[src/rtl/idex_stage.sv]
// ID/EX pipeline register with load-use hazard detection, branch flush,
// downstream hold and saturating stall/flush performance counters.
module idex_stage #(
    parameter int unsigned DATA_W = 32,
    parameter int unsigned REG_AW = 5,
    parameter int unsigned CNT_W  = 16
) (
    input  logic              clk,
    input  logic              rst,
    input  logic              id_valid,
    input  logic [DATA_W-1:0] id_npc,
    input  logic [DATA_W-1:0] id_a,
    input  logic [DATA_W-1:0] id_b,
    input  logic [DATA_W-1:0] id_imm,
    input  logic [REG_AW-1:0] id_rs,
    input  logic [REG_AW-1:0] id_rt,
    input  logic [REG_AW-1:0] id_rd,
    input  logic [1:0]        id_wb,
    input  logic [2:0]        id_m,
    input  logic [3:0]        id_ex,
    input  logic              flush,
    input  logic              ex_hold,
    output logic              id_stall,
    output logic              ex_valid,
    output logic [DATA_W-1:0] ex_npc,
    output logic [DATA_W-1:0] ex_a,
    output logic [DATA_W-1:0] ex_b,
    output logic [DATA_W-1:0] ex_imm,
    output logic [REG_AW-1:0] ex_rs,
    output logic [REG_AW-1:0] ex_rt,
    output logic [REG_AW-1:0] ex_rd,
    output logic [1:0]        ex_wb,
    output logic [2:0]        ex_m,
    output logic [3:0]        ex_ex,
    output logic [CNT_W-1:0]  stall_cnt,
    output logic [CNT_W-1:0]  flush_cnt
);

    logic              valid_q, valid_d;
    logic [DATA_W-1:0] npc_q, npc_d, a_q, a_d, b_q, b_d, imm_q, imm_d;
    logic [REG_AW-1:0] rs_q, rs_d, rt_q, rt_d, rd_q, rd_d;
    logic [1:0]        wb_q, wb_d;
    logic [2:0]        m_q, m_d;
    logic [3:0]        exc_q, exc_d;
    logic [CNT_W-1:0]  stall_cnt_q, stall_cnt_d, flush_cnt_q, flush_cnt_d;
    logic              hazard;

    // Load in EX whose destination feeds a source of the decode instruction; $0 never counts
    assign hazard = valid_q & m_q[1] & id_valid & (rt_q != '0)
                  & ((rt_q == id_rs) | (rt_q == id_rt));

    // Upstream freeze; a flush discards the decode slot so no stall is needed
    assign id_stall = ~flush & (ex_hold | hazard);

    // Next-state selection: flush > hold > bubble > load
    always_comb begin
        valid_d     = valid_q;
        npc_d       = npc_q;
        a_d         = a_q;
        b_d         = b_q;
        imm_d       = imm_q;
        rs_d        = rs_q;
        rt_d        = rt_q;
        rd_d        = rd_q;
        wb_d        = wb_q;
        m_d         = m_q;
        exc_d       = exc_q;
        stall_cnt_d = stall_cnt_q;
        flush_cnt_d = flush_cnt_q;
        if (flush || (!ex_hold && hazard)) begin
            valid_d = 1'b0;
            npc_d   = '0;
            a_d     = '0;
            b_d     = '0;
            imm_d   = '0;
            rs_d    = '0;
            rt_d    = '0;
            rd_d    = '0;
            wb_d    = '0;
            m_d     = '0;
            exc_d   = '0;
            if (flush) begin
                if (id_valid && (flush_cnt_q != '1)) begin
                    flush_cnt_d = flush_cnt_q + CNT_W'(1);
                end
            end else if (stall_cnt_q != '1) begin
                stall_cnt_d = stall_cnt_q + CNT_W'(1);
            end
        end else if (!ex_hold) begin
            valid_d = id_valid;
            npc_d   = id_npc;
            a_d     = id_a;
            b_d     = id_b;
            imm_d   = id_imm;
            rs_d    = id_rs;
            rt_d    = id_rt;
            rd_d    = id_rd;
            wb_d    = id_valid ? id_wb : 2'b00;
            m_d     = id_valid ? id_m  : 3'b000;
            exc_d   = id_valid ? id_ex : 4'b0000;
        end
    end

    // Pipeline latch and counters with synchronous reset
    always_ff @(posedge clk) begin
        if (rst) begin
            valid_q     <= 1'b0;
            npc_q       <= '0;
            a_q         <= '0;
            b_q         <= '0;
            imm_q       <= '0;
            rs_q        <= '0;
            rt_q        <= '0;
            rd_q        <= '0;
            wb_q        <= '0;
            m_q         <= '0;
            exc_q       <= '0;
            stall_cnt_q <= '0;
            flush_cnt_q <= '0;
        end else begin
            valid_q     <= valid_d;
            npc_q       <= npc_d;
            a_q         <= a_d;
            b_q         <= b_d;
            imm_q       <= imm_d;
            rs_q        <= rs_d;
            rt_q        <= rt_d;
            rd_q        <= rd_d;
            wb_q        <= wb_d;
            m_q         <= m_d;
            exc_q       <= exc_d;
            stall_cnt_q <= stall_cnt_d;
            flush_cnt_q <= flush_cnt_d;
        end
    end

    assign ex_valid  = valid_q;
    assign ex_npc    = npc_q;
    assign ex_a      = a_q;
    assign ex_b      = b_q;
    assign ex_imm    = imm_q;
    assign ex_rs     = rs_q;
    assign ex_rt     = rt_q;
    assign ex_rd     = rd_q;
    assign ex_wb     = wb_q;
    assign ex_m      = m_q;
    assign ex_ex     = exc_q;
    assign stall_cnt = stall_cnt_q;
    assign flush_cnt = flush_cnt_q;

endmodule

[config.mk]
export PLATFORM = sky130hd
export DESIGN_NAME = idex_stage
export DESIGN_NICKNAME = d
export VERILOG_FILES = /design/src/rtl/idex_stage.sv
export SDC_FILE = /design/constraint.sdc
export NUM_CORES = 1
export LEC_CHECK = 0
export ABC_CLOCK_PERIOD_IN_PS = 3750
export BUFFER_PORTS_ARGS = -buffer_cell sky130_fd_sc_hd__buf_2
export CAP_MARGIN = 5
export CORE_UTILIZATION = 35
export CTS_CLUSTER_DIAMETER = 30
export DETAILED_ROUTE_END_ITERATION = 10
export GPL_ROUTABILITY_DRIVEN = 0
export GPL_TIMING_DRIVEN = 0
export HOLD_SLACK_MARGIN = 0.1
export MAX_ROUTING_LAYER = met4
export PLACE_DENSITY_LB_ADDON = 0.12
export SKIP_LAST_GASP = 1
export SLEW_MARGIN = 15
export SYNTH_ARGS = -nofsm -noshare
export SYNTH_HDL_FRONTEND = slang
export SYNTH_SLANG_ARGS = --single-unit
[constraint.sdc]
create_clock -name clk -period 3.75 [get_ports clk]
set_input_delay 0.75 -clock clk [delete_from_list [all_inputs] [get_ports clk]]
set_output_delay 0.75 -clock clk [all_outputs]
set_load 0.1 [all_outputs]
# After elaboration in Yosys (flattened, before gate mapping)
# Cells that the tools add are included.
[word_totals]
regBits = 185
inputBits = 157
output_inout_bits = 186
elab_cells = 38
[op_classes]
n_addsub = 2
n_eq_ne = 4
muxes = 3
bitwise_logic = 8
n_reduce_logical = 8
[op_table]
columns = ["op", "n"]
rows = [
  ["adder 16 x 1 -> 16 bit (second input constant)", 2],
  ["inequality test 16 bit (second input constant)", 2],
  ["equality test 5 bit", 2],
  ["AND reduction 3 bit", 2],
  ["bitwise AND 1 bit", 5],
  ["nonzero test 5 bit", 1],
  ["2-to-1 mux 4 bit", 1],
  ["2-to-1 mux 3 bit", 1],
  ["logical AND 1 bit", 2],
  ["2-to-1 mux 2 bit", 1],
  ["OR 1 bit", 2],
  ["OR reduction 2 bit", 1],
  ["zero test 1 bit", 1],
  ["logical OR 1 bit", 1],
  ["NOT 1 bit", 1],
]

# Longest topological paths before layout
[depth]
ltp_word = 7
mapped_depth = 9
ltp_nobuf = 6

# Worst setup path after synthesis
# No wires, ideal clock.
[synth_timing]
path_type = "flip-flop to output port"
start = "reg rt_q[4] (netlist: ex_rt[4])"
end = "out id_stall"
t_arrival_ns = 3.521
required_ns = 3.000
path_slack_ns = -0.521
path_stages_with_launch = 8
n_path_buf = 2
path_cell_list = "dfxtp_1 xor2_1 nor3_1 a22oi_1 clkbuf_1 clkbuf_1 nand3b_1 a21oi_1"
[synth_between]
elab_chain_cells = 5
elab_cells_between_ends = 8
classes_between = "eq/ne: 2; bitwise: 5; reduce/logical: 1"
[synth_rtl]
columns = ["element", "line", "text"]
rows = [
  ["start: declaration", "41", "logic [REG_AW-1:0] rs_q, rs_d, rt_q, rt_d, rd_q, rd_d;"],
  ["start signal: assignment", "127", "rt_q <= rt_d;"],
  ["equality test 5 bit / nonzero test 5 bit (equally long branches)", "50, 49", ""],
  ["OR 1 bit / bitwise AND 1 bit (equally long branches)", "50, 49", ""],
  ["bitwise AND 1 bit (*)", "50", "& ((rt_q == id_rs) | (rt_q == id_rt));"],
  ["OR 1 bit (*)", "53", "assign id_stall = ~flush & (ex_hold | hazard);"],
  ["bitwise AND 1 bit (*)", "53", ""],
  ["end: declaration", "23", "output logic id_stall,"],
]
# Every way passes the cells marked *; elsewhere a longest branch is shown, timed or not.

# Final worst setup path
[layout_timing]
start = "in id_rs[4]"
end = "out id_stall"
[layout_between]
elab_chain_cells = 5
[layout_rtl]
columns = ["element", "line", "text"]
rows = [
  ["start: declaration", "15", "input logic [REG_AW-1:0] id_rs,"],
  ["equality test 5 bit", "50", ""],
  ["OR 1 bit", "50", ""],
  ["bitwise AND 1 bit", "50", ""],
  ["OR 1 bit", "53", ""],
  ["bitwise AND 1 bit", "53", ""],
]
# No other way between the ends.

==> impl_results.md <==
- Number of distinct library cells after synthesis: 39
- Layout fillers: between 2000 and 2500
- RSZ-0062 raised after global routing: no
- Post-synth EDFFs: 0
- Maximum VDD drop: 0.256 mV
- Initial antenna violation count: 3
- Setup crit start: id_rs[4]
- Wire length per cell: around 17 um
- CTS tree: yes
- Number of buffers added on ports: between 300 and 400
- Setup crit end kind: output port
- Finished Core Util: 49.1%
- H-tree Lvls: 4
- CP max stage delay: roughly 0.44 ns
- Rows: 52
- Worst R2R Start: ex_rt[4]$_SDFFE_PP0N_
- Routed WL: between 20000 and 25000 um
- Tightest Hold Check Type: flip-flop to flip-flop
- Max Clk Rate: about 0.29 GHz
- I/O pin count: 343
- Hpwl dp: ~17000 um
- Critical path type: primary input to output port
- Core area: approximately 20000 sq um
- First DRT Iteration DRCs: ~230
- Slowest cell on the critical path: buf_2
- CP arrival: 2.69 ns
- Max-slew violation count: 0
- GR Util All Layers: a little over a fifth
- Chip height: ~150 um
- Worst-Skew Late Latency: approximately 0.44 ns
- Async set-or-reset flop fraction in the synthesized netlist: 0%
- Startpoint types: primary input
- Flops & latches, synth: between 150 and 200
- Post-Syn Area: approximately 7400 sq um
- Ys flop type: dfxtp_1
- Hold buffers post-CTS: 0
- CTS clk-pin slew, worst paths: approximately 0.07 ns
- Period utilization: just over 90%
- Sequential fraction of the synthesis area: 50.3%
- Chip width: between 100 and 150 um
- DR pass1 iterations: 4
- Worst R2R Setup Slack: 1.42 ns
- First-pass GRT wire length: 35400 um
- Vias/cell: approximately 4.9
- Leak Pwr: 4.83 nW
- Gate Count Post-Synth: about 740
- Fraction of layout cells with a size suffix above 1: a little over a third
- TritonCTS buffer count: 17
- Synth warn: 0
- Worst path cell trace: buf_2 > xor2_1 > nor3_1 > a22oi_1 > clkbuf_2 > clkbuf_2 > nand3b_1 > a21oi_2 > buf_2
- Initial core utilization: 36.0%
- Final setup viols: 0
- Total grt overflow: 0
- CTS Sinks: between 150 and 200
- Antenna Nets Post-Route: 0
- Area Growth Syn to Fin: 36.2%
- Slew HR: between 30% and 40%
- Cell area power density: about 470 nW/um^2
- End of the worst register-to-register path: ex_imm[11]$_SDFFE_PP0N_
- Req. time, crit path: 3.00 ns
- Max cap viols: 0
- Post-Syn Nets: 894
- Die area: ~22000 sq um
- Clock skew: roughly 0.022 ns
- Final Hold Fails: 0
- Vias in the first global route: 6700
- Pin count of the biggest net entering global routing: 20
- Via count: 6793
- Drt drc: 0
- Syn Area/Cell: approximately 10 sq um
- Deepest clock path buffer count: 2
- Worst Max-Slew Pin Slew: 0.975 ns
- Critical path fanouts, max: 10
- Run status: complete, no violations
- Register-to-Register Path Depth: 9
- Critical path endpoint: id_stall
- Root Buffer: clkbuf_16
- Final setup TNS: 0 ns
- Fin nets: 1253
- Final critical-path required period: ~3.4 ns
-- cell usage after synthesis (5+ instances only) --
| library cell | instances | area share (%) |
|---|---|---|
| clkbuf_1 | 50 | 2.5 |
| nor2b_1 | 5 | 0.42 |
| or3_1 | 6 | 0.51 |
| nand3_1 | 16 | 1.1 |
| o31ai_1 | 8 | 0.82 |
| nor2_1 | 22 | 1.1 |
| buf_2 | 12 | 0.82 |
| a21oi_1 | 19 | 1.3 |
| a22oi_1 | 10 | 1.0 |
| or4_1 | 9 | 0.92 |
| nor4_1 | 5 | 0.42 |
| xor2_1 | 10 | 1.2 |
| o21ai_0 | 6 | 0.41 |
| mux2i_1 | 144 | 20 |
| xnor2_1 | 12 | 1.4 |
| nand4_1 | 7 | 0.59 |
| nand2_1 | 10 | 0.51 |
| nor3_1 | 161 | 11 |
| dfxtp_1 | 185 | 50 |
-- flip-flops by register name (all words and copies together), names as in the netlist --
register   flops
ex_imm        32
ex_a          32
flush_cnt     16
ex_npc        32
ex_wb          2
ex_valid       1
ex_rd          5
stall_cnt     16
ex_b          32
ex_rs          5
ex_m           3
ex_ex          4
ex_rt          5
-- worst min-delay path by stage --
stage	end	slack, ns	cells after the start	start
final	stall_cnt[15]$_SDFFE_PP0P_	0.52	2	stall_cnt[15]$_SDFFE_PP0P_
after global routing	stall_cnt[1]$_SDFFE_PP0P_	0.55	2	stall_cnt[1]$_SDFFE_PP0P_
after CTS	stall_cnt[6]$_SDFFE_PP0P_	0.51	2	stall_cnt[6]$_SDFFE_PP0P_
after detailed placement	stall_cnt[6]$_SDFFE_PP0P_	0.50	2	stall_cnt[6]$_SDFFE_PP0P_
after global placement	stall_cnt[6]$_SDFFE_PP0P_	0.50	2	stall_cnt[6]$_SDFFE_PP0P_
after floorplan	ex_valid$_SDFFE_PP0N_	0.92	2	ex_valid$_SDFFE_PP0N_
-- per-stage QoR --
step                setup WS [ns]  instances  hold WS (ns)  power, mW  instance area, sq um
finish                      0.308       1380         0.518       4.67                 10000
CTS                        0.0100       1378         0.514       4.72                 10000
global route                0.122       1380         0.548       4.84                 10000
detailed placement         0.0309       1346         0.502       2.87                  9410
floorplan                  0.0857        735         0.915       2.68                  7360
global placement           0.0621       1346         0.501       2.87                  9410
-- report_power, final --
part | switching, mW | internal [mW]
Combinational | 0.583 | 0.195
Sequential | 0.0300 | 2.02
Clock | 0.882 | 0.960
-- critical path: cells and delay by family --
| kind | cells | cell delay, ns |
|---|---|---|
| compound gates | 2 | 0.35 |
| simple gates | 2 | 0.40 |
| xor+xnor | 1 | 0.13 |
| buf+inv | 4 | 1.04 |
-- cells in the final DEF, fill, tap and decap left out, drive strengths merged, types with 10 or more instances in the layout --
cell      n
a21oi    19
a22oi    10
buf     353
clkbuf   66
dfxtp   185
inv      11
mux2i   144
nand2    10
nand3    16
nor2     22
nor3    161
xnor2    12
xor2     10
-- cell type report --
cell class,instances,area (sq um),share of cell area (%)
antenna,3,7.51,0.0749
inverter,4,15.0,0.150
clock buffer,17,425,4.24
timing repair buffer,341,1710,17.0
multi-input combinational,484,3400,33.9
tap,270,338,3.37
clock inverter,15,184,1.83
sequential,185,3700,36.9
buffer,61,246,2.46
-- cell families (layout without fill, tap and decap cells) --
| group | Yosys count | in the layout | share of synthesized area (%) |
|---|---|---|---|
| AO/OA/AOI/OAI | 50 | 50 | 4.32 |
| flip-flops | 185 | 185 | 50.3 |
| AND/OR/NAND/NOR | 263 | 263 | 18.8 |
| XOR/XNOR | 22 | 22 | 2.62 |
| multiplexers | 147 | 147 | 20.0 |
| other | 0 | 3 | 0 |
| adder cells (fa/ha/maj) | 2 | 2 | 0.340 |
| buffers and inverters | 66 | 438 | 3.57 |
-- routing by layer --
layer	wire length, um	up-vias	track usage [%]
met5	0	-	-
met4	469	0	8.04
met3	1310	26	4.60
met2	10900	225	35.0
met1	10200	3156	26.1
li1	-	3386	-
-- timing repair --
action                     4_1_cts  5_1_grt
buffers inserted                 0        0
hold endpoints to repair         0        0
gates resized for setup          1        2
setup endpoints to repair        1        1
Power figures use the tool's default switching activity.
